<file path="src/rtl/hydra_pkg.sv">
// hydra_pkg -- types and constants shared by hydra write-port logic.
//   hdr_t        : packet header word {len, prio, dest}
//   fill_state_t : ingress buffer fill FSM states
//   send_state_t : hydra write-side emit FSM states
package hydra_pkg;

  localparam int DATA_W   = 16;
  localparam int LEN_W    = 9;
  localparam int PORT_NUM = 16;

  typedef struct packed {
    logic [8:0] len;
    logic [2:0] prio;
    logic [3:0] dest;
  } hdr_t;

  typedef enum logic [1:0] {FILL, DISCARD, HOLD} fill_state_t;

  typedef enum logic [2:0] {IDLE, SOP, HDR, DATA, EOP} send_state_t;

endpackage

</file>
<file path="src/rtl/framer_buf.sv">
// framer_buf -- single-write / single-read synchronous packet RAM.
//   clk      : clock
//   wr_en    : write strobe, wr_data stored at wr_addr
//   rd_en    : read strobe, ram[rd_addr] appears on rd_data next cycle
//   rd_data  : registered read data (holds while rd_en is low)
// Contents are never reset so the array maps onto block RAM.
module framer_buf #(
  parameter int DATA_W = 16,
  parameter int DEPTH  = 128,
  parameter int AW     = $clog2(DEPTH)
) (
  input  logic              clk,
  input  logic              wr_en,
  input  logic [AW-1:0]     wr_addr,
  input  logic [DATA_W-1:0] wr_data,
  input  logic              rd_en,
  input  logic [AW-1:0]     rd_addr,
  output logic [DATA_W-1:0] rd_data
);

  logic [DATA_W-1:0] ram [DEPTH];

  always_ff @(posedge clk) begin
    if (wr_en) ram[wr_addr] <= wr_data;
  end

  always_ff @(posedge clk) begin
    if (rd_en) rd_data <= ram[rd_addr];
  end

endmodule

</file>
<file path="src/rtl/port_tx_framer.sv">
// port_tx_framer -- store-and-forward ingress framer for one hydra write port.
// A whole packet is buffered from the client valid/ready stream, then sent as
// sop cycle, header word, len data words, eop cycle.
//   clk, rst_n          : clock, synchronous active-low reset
//   in_valid/in_ready   : client handshake; in_data/in_last payload
//   in_dest/in_prio     : sampled with the first word of a packet
//   pause               : hydra back-pressure, only honoured before sop
//   wr_sop/vld/eop/data : hydra write protocol
//   drop                : one-cycle pulse when an oversize packet is discarded
// Optional macro FRAMER_STATS_EN adds pkt_cnt / drop_cnt 16-bit counters.
module port_tx_framer
  import hydra_pkg::*;
#(
  parameter int DATA_W  = 16,
  parameter int MAX_LEN = 128,
  parameter int LEN_W   = 9
) (
  input  logic              clk,
  input  logic              rst_n,
  input  logic              in_valid,
  output logic              in_ready,
  input  logic [DATA_W-1:0] in_data,
  input  logic              in_last,
  input  logic [3:0]        in_dest,
  input  logic [2:0]        in_prio,
  input  logic              pause,
  output logic              wr_sop,
  output logic              wr_vld,
  output logic              wr_eop,
  output logic [DATA_W-1:0] wr_data,
  output logic              drop
`ifdef FRAMER_STATS_EN
  ,
  output logic [15:0]       pkt_cnt,
  output logic [15:0]       drop_cnt
`endif
);

  localparam int AW = $clog2(MAX_LEN);

  fill_state_t fill_state_reg, fill_state_next;
  send_state_t send_state_reg, send_state_next;

  logic [LEN_W-1:0]  cnt_reg, cnt_next;
  logic [LEN_W-1:0]  len_reg, len_next;
  logic [LEN_W-1:0]  idx_reg, idx_next;
  logic [3:0]        dest_reg;
  logic [2:0]        prio_reg;
  logic              drop_reg, drop_next;
  logic [DATA_W-1:0] hold_reg;

  logic              accept;
  logic              buf_full;
  logic              buf_we;
  logic              fill_to_hold;
  logic              rd_en;
  logic [AW-1:0]     rd_addr;
  logic [DATA_W-1:0] rd_data;
  hdr_t              hdr;

  assign in_ready = (fill_state_reg != HOLD);
  assign accept   = in_valid & in_ready;
  assign buf_full = (cnt_reg == LEN_W'(MAX_LEN));
  assign drop     = drop_reg;

  // The last word landing this cycle lets the send side leave IDLE on the
  // same edge, so sop follows the last accepted word by one cycle.
  assign fill_to_hold = (fill_state_reg == FILL) && accept && in_last && !buf_full;

  framer_buf #(.DATA_W(DATA_W), .DEPTH(MAX_LEN), .AW(AW)) u_buf (
    .clk     (clk),
    .wr_en   (buf_we),
    .wr_addr (cnt_reg[AW-1:0]),
    .wr_data (in_data),
    .rd_en   (rd_en),
    .rd_addr (rd_addr),
    .rd_data (rd_data)
  );

  // Fill FSM
  always_comb begin
    fill_state_next = fill_state_reg;
    cnt_next        = cnt_reg;
    len_next        = len_reg;
    drop_next       = 1'b0;
    buf_we          = 1'b0;
    case (fill_state_reg)
      FILL: begin
        if (accept) begin
          if (buf_full) begin
            // Overflowing word is never written; a last word drops at once.
            if (in_last) begin
              drop_next = 1'b1;
              cnt_next  = '0;
            end else begin
              fill_state_next = DISCARD;
            end
          end else begin
            buf_we   = 1'b1;
            cnt_next = cnt_reg + LEN_W'(1);
            if (in_last) begin
              len_next        = cnt_reg + LEN_W'(1);
              fill_state_next = HOLD;
            end
          end
        end
      end
      DISCARD: begin
        if (accept && in_last) begin
          drop_next       = 1'b1;
          cnt_next        = '0;
          fill_state_next = FILL;
        end
      end
      HOLD: begin
        if (send_state_reg == EOP) begin
          cnt_next        = '0;
          fill_state_next = FILL;
        end
      end
      default: fill_state_next = FILL;
    endcase
  end

  // Send FSM and hydra outputs
  always_comb begin
    send_state_next = send_state_reg;
    idx_next        = idx_reg;
    rd_en           = 1'b0;
    rd_addr         = '0;
    hdr.len         = len_reg;
    hdr.prio        = prio_reg;
    hdr.dest        = dest_reg;
    wr_sop          = 1'b0;
    wr_vld          = 1'b0;
    wr_eop          = 1'b0;
    wr_data         = hold_reg;
    case (send_state_reg)
      IDLE: begin
        if (!pause && ((fill_state_reg == HOLD) || fill_to_hold))
          send_state_next = SOP;
      end
      SOP: begin
        wr_sop          = 1'b1;
        send_state_next = HDR;
      end
      HDR: begin
        wr_vld          = 1'b1;
        wr_data         = DATA_W'(hdr);
        rd_en           = 1'b1;
        idx_next        = '0;
        send_state_next = DATA;
      end
      DATA: begin
        // RAM output is word idx; prefetch idx+1 for the next cycle.
        wr_vld   = 1'b1;
        wr_data  = rd_data;
        rd_en    = 1'b1;
        rd_addr  = AW'(idx_reg + LEN_W'(1));
        idx_next = idx_reg + LEN_W'(1);
        if (idx_reg == len_reg - LEN_W'(1))
          send_state_next = EOP;
      end
      EOP: begin
        wr_eop          = 1'b1;
        send_state_next = IDLE;
      end
      default: send_state_next = IDLE;
    endcase
  end

  always_ff @(posedge clk) begin
    if (!rst_n) begin
      fill_state_reg <= FILL;
      send_state_reg <= IDLE;
      cnt_reg        <= '0;
      len_reg        <= '0;
      idx_reg        <= '0;
      dest_reg       <= '0;
      prio_reg       <= '0;
      drop_reg       <= 1'b0;
      hold_reg       <= '0;
    end else begin
      fill_state_reg <= fill_state_next;
      send_state_reg <= send_state_next;
      cnt_reg        <= cnt_next;
      len_reg        <= len_next;
      idx_reg        <= idx_next;
      drop_reg       <= drop_next;
      hold_reg       <= wr_data;
      if (fill_state_reg == FILL && accept && cnt_reg == '0) begin
        dest_reg <= in_dest;
        prio_reg <= in_prio;
      end
    end
  end

`ifdef FRAMER_STATS_EN
  always_ff @(posedge clk) begin
    if (!rst_n) begin
      pkt_cnt  <= '0;
      drop_cnt <= '0;
    end else begin
      if (wr_eop)   pkt_cnt  <= pkt_cnt + 16'd1;
      if (drop_reg) drop_cnt <= drop_cnt + 16'd1;
    end
  end
`else
  // Statistics counters not built.
`endif

endmodule

</file>
<file path="config.mk">
export PLATFORM = sky130hd
export DESIGN_NAME = port_tx_framer
export DESIGN_NICKNAME = d
export VERILOG_FILES = /design/src/rtl/hydra_pkg.sv /design/src/rtl/framer_buf.sv /design/src/rtl/port_tx_framer.sv
export SDC_FILE = /design/constraint.sdc
export NUM_CORES = 2
export LEC_CHECK = 0
export BUFFER_PORTS_ARGS = -buffer_cell sky130_fd_sc_hd__buf_2
export CAP_MARGIN = 20
export CORE_MARGIN = 2
export CORE_UTILIZATION = 55
export CTS_CLUSTER_DIAMETER = 200
export DETAILED_ROUTE_END_ITERATION = 10
export PLACE_DENSITY = 0.71
export SLEW_MARGIN = 5
export SYNTH_ARGS = -nofsm -noshare
export SYNTH_HDL_FRONTEND = slang
export SYNTH_SLANG_ARGS = --single-unit
</file>
<file path="constraint.sdc">
create_clock -name clk -period 6.3 [get_ports clk]
set_input_delay 0 -clock clk [delete_from_list [all_inputs] [get_ports clk]]
set_output_delay 0 -clock clk [all_outputs]
set_load 0.01 [all_outputs]
</file>
==> metrics.md <==
| Metric | Value |
|---|---|
| Clk_lat worst skew | `0.85 ns` |
| Tcrit/Tclk final | `77.1%` |
| Initial antenna violation count | `14` |
| Via density | `6.92` |
| Status | `completed` |
| Sequential cell area | `63100 um2` |
| VDD IR max | `0.235 mV` |
| Synth Instances | `5576` |
| First-pass GRT wire length | `377000 um` |
| Post-CTS sizing | `0` |
| Clk buf depth | `3` |
| Setup_tns | `0 ns` |
| Avg Synthesized Cell Area | `15.2 um2` |
| Total wire length | `267000 um` |
| Filler cells | `10800` |
| Max Slew Vio Count | `0` |
| Max Freq | `206 MHz` |
| Unrepaired setup endpoints after global routing | `false` |
| Die height | `396 um` |
| Fin util | `62.4%` |
| GRT Overall Usage | `33.6%` |
| Placed cells | `7546` |
| Final Total Pwr | `28.1 mW` |
| Critical Path Start Type | `flip-flop` |
| Die Wd | `396 um` |
| Sequential fraction of the synthesis area | `74.5%` |
| Worst path required time | `6.97 ns` |
| Actual slew at the worst max-slew pin | `1.20 ns` |
| Tmin final | `4.86 ns` |
| Number of global-route vias before repair | `51800` |
| Root buffer cell | `clkbuf_16` |
| Fin nets | `5807` |
| Die area | `157000 um2` |
| Vias | `55200` |
| Hold_buf cts | `47` |
| Rel. slew slack | `19.8%` |
| Ys async rst share | `0%` |
| Drt first pass iters | `6` |
| CTS sink count | `2120` |
| Critical Path End Type | `flip-flop` |
| Total I/O pin count | `49` |
| Crit Path Max Fanout | `78` |
| Synthesis Warnings | `0` |
| Core Footprint | `152000 um2` |
| CTS tree | `yes` |
| Synthesized net count | `5612` |
| Worst-path clk slew | `0.07 ns` |
| Commonest non-fill, non-tap cell in the layout | `edfxtp_1` |
| Largest net degree at the start of global routing | `106` |
| Htree depth | `4` |
| Final WS setup | `1.44 ns` |
| Crit Path Category | `reg2reg` |
| Worst hold path class | `in2reg` |
| Cell Area, Synth | `84700 um2` |
| Setup skew after layout | `0.0286 ns` |
| Rows | `143` |
| GRT overflow | `0` |
| Minimum hold slack | `0.206 ns` |
| Yosys cell types | `87` |
| Hold Violations, Final | `0` |
| Worst EP arrival | `5.52 ns` |
| Commonest non-fill, non-tap cells in the layout | `edfxtp_1 (2064), nand2_1 (704), nor2_1 (288), buf_4 (288), mux2i_1 (233)` |
| Final cell count without fillers | `7971` |
| GPL Wtd Cong | `0.972` |
| EDFF count, synth | `2064` |
| Pwr dens | `295 nW/um2` |
| Multi-input logic area | `19800 um2` |
| Iteration-0 DRC Markers | `10100` |
| Lkg Pwr | `30.1 nW` |
| # setup viols final | `0` |
| Max-cap violations | `0` |
| Share of post-route cells with drive strength above 1 | `13.4%` |
| Max reg flops | `2048` |
| Starting density of the core | `55.5%` |
| Post-CTS setup buffers | `0` |
| Post-DR wirelength/cell | `33.5 um` |
| Pre-CTS setup slack | `1.62 ns` |
| Post-synth top flop | `edfxtp_1` |
| Final instance area | `95100 um2` |
| Dpl cell area | `88200 um2` |
| Port-buffer cells | `48` |
| Dpl hpwl | `159000 um` |
| Area growth syn-to-layout | `12.4%` |
| Routed Antenna Nets | `0` |
| Number of CTS-inserted buffers | `202` |
| Drt drc | `0` |
| #FFs+latches synth | `2120` |
logic make-up after synthesis:
logic type	count (synthesis)	share of synthesized area [%]
AOI/OAI and AO/OA	1156	9.21
xor gates and xnor gates	25	0.299
adders and majority gates	8	0.118
buffers and inverters	414	2.29
DFF	2120	74.5
muxes	373	5.84
and+or+nand+nor	1480	7.72
cells in the mapped netlist (all sizes together) (29+ instances only):
cell | instances | area [um2]
clkbuf | 135 | 508
o211ai | 44 | 330
nor2 | 296 | 1130
buf | 267 | 1390
dfxtp | 56 | 1120
o221ai | 118 | 1030
edfxtp | 2064 | 62000
and2 | 31 | 194
nand2 | 706 | 2650
nor3 | 54 | 270
a32oi | 61 | 534
mux2 | 48 | 541
nand3 | 212 | 1070
a21oi | 189 | 953
nor2b | 47 | 294
o21ai | 205 | 1030
mux4 | 92 | 2070
a211oi | 70 | 526
mux2i | 233 | 2330
o22ai | 203 | 1270
a31oi | 78 | 488
o2111ai | 29 | 254
a221oi | 41 | 359
and3 | 34 | 213
final timing paths:
path	startpoint	to	slack (ns)	cells past startpoint
max	idx_reg[0]	u_buf.rd_data[9]	1.44	10
max reg2reg	idx_reg[0]	u_buf.rd_data[9]	1.44	10
min	in_data[6]	u_buf.ram[19][6]	0.21	2
min reg2reg	hold_reg[1]	hold_reg[1]	0.57	3
per-layer routing:
| metal | track usage (%) | wire (um) | vias to the layer above |
|---|---|---|---|
| met2 | 49.2 | 117000 | 4718 |
| li1 | - | - | 22300 |
| met5 | 0 | 44 | - |
| met1 | 46.4 | 94600 | 27300 |
| met4 | 15.8 | 14400 | 8 |
| met3 | 9.97 | 40400 | 766 |
power breakdown:
part / leakage, nW / switching [mW] / internal, mW
clock network: 3.11 / 5.20 / 6.60
registers: 19.0 / 0.0342 / 15.5
logic: 7.99 / 0.561 / 0.172
total: 30.1 / 5.80 / 22.3
worst max-delay path, cell delays in order (launching register included):
cell      delay (ns)
dfxtp_4         0.73
ha_4            0.35
xnor2_4         0.19
buf_12          0.46
buf_4           0.58
nand2_1         0.12
a32oi_1         0.72
o22ai_1         0.15
o21ai_1         0.48
o211ai_1        0.47
nor3_1          0.30
cell type report:
class,count,share of cell area [%]
flip-flops and latches,2120,66.3
clock inverters,117,1.10
diodes,6,0.0158
repair buffers,393,3.43
clock buffers,251,5.59
inverters,12,0.0526
well taps,2030,2.67
multi-input cells,3042,20.8
No activity file was read; power rests on OpenSTA's default activity.
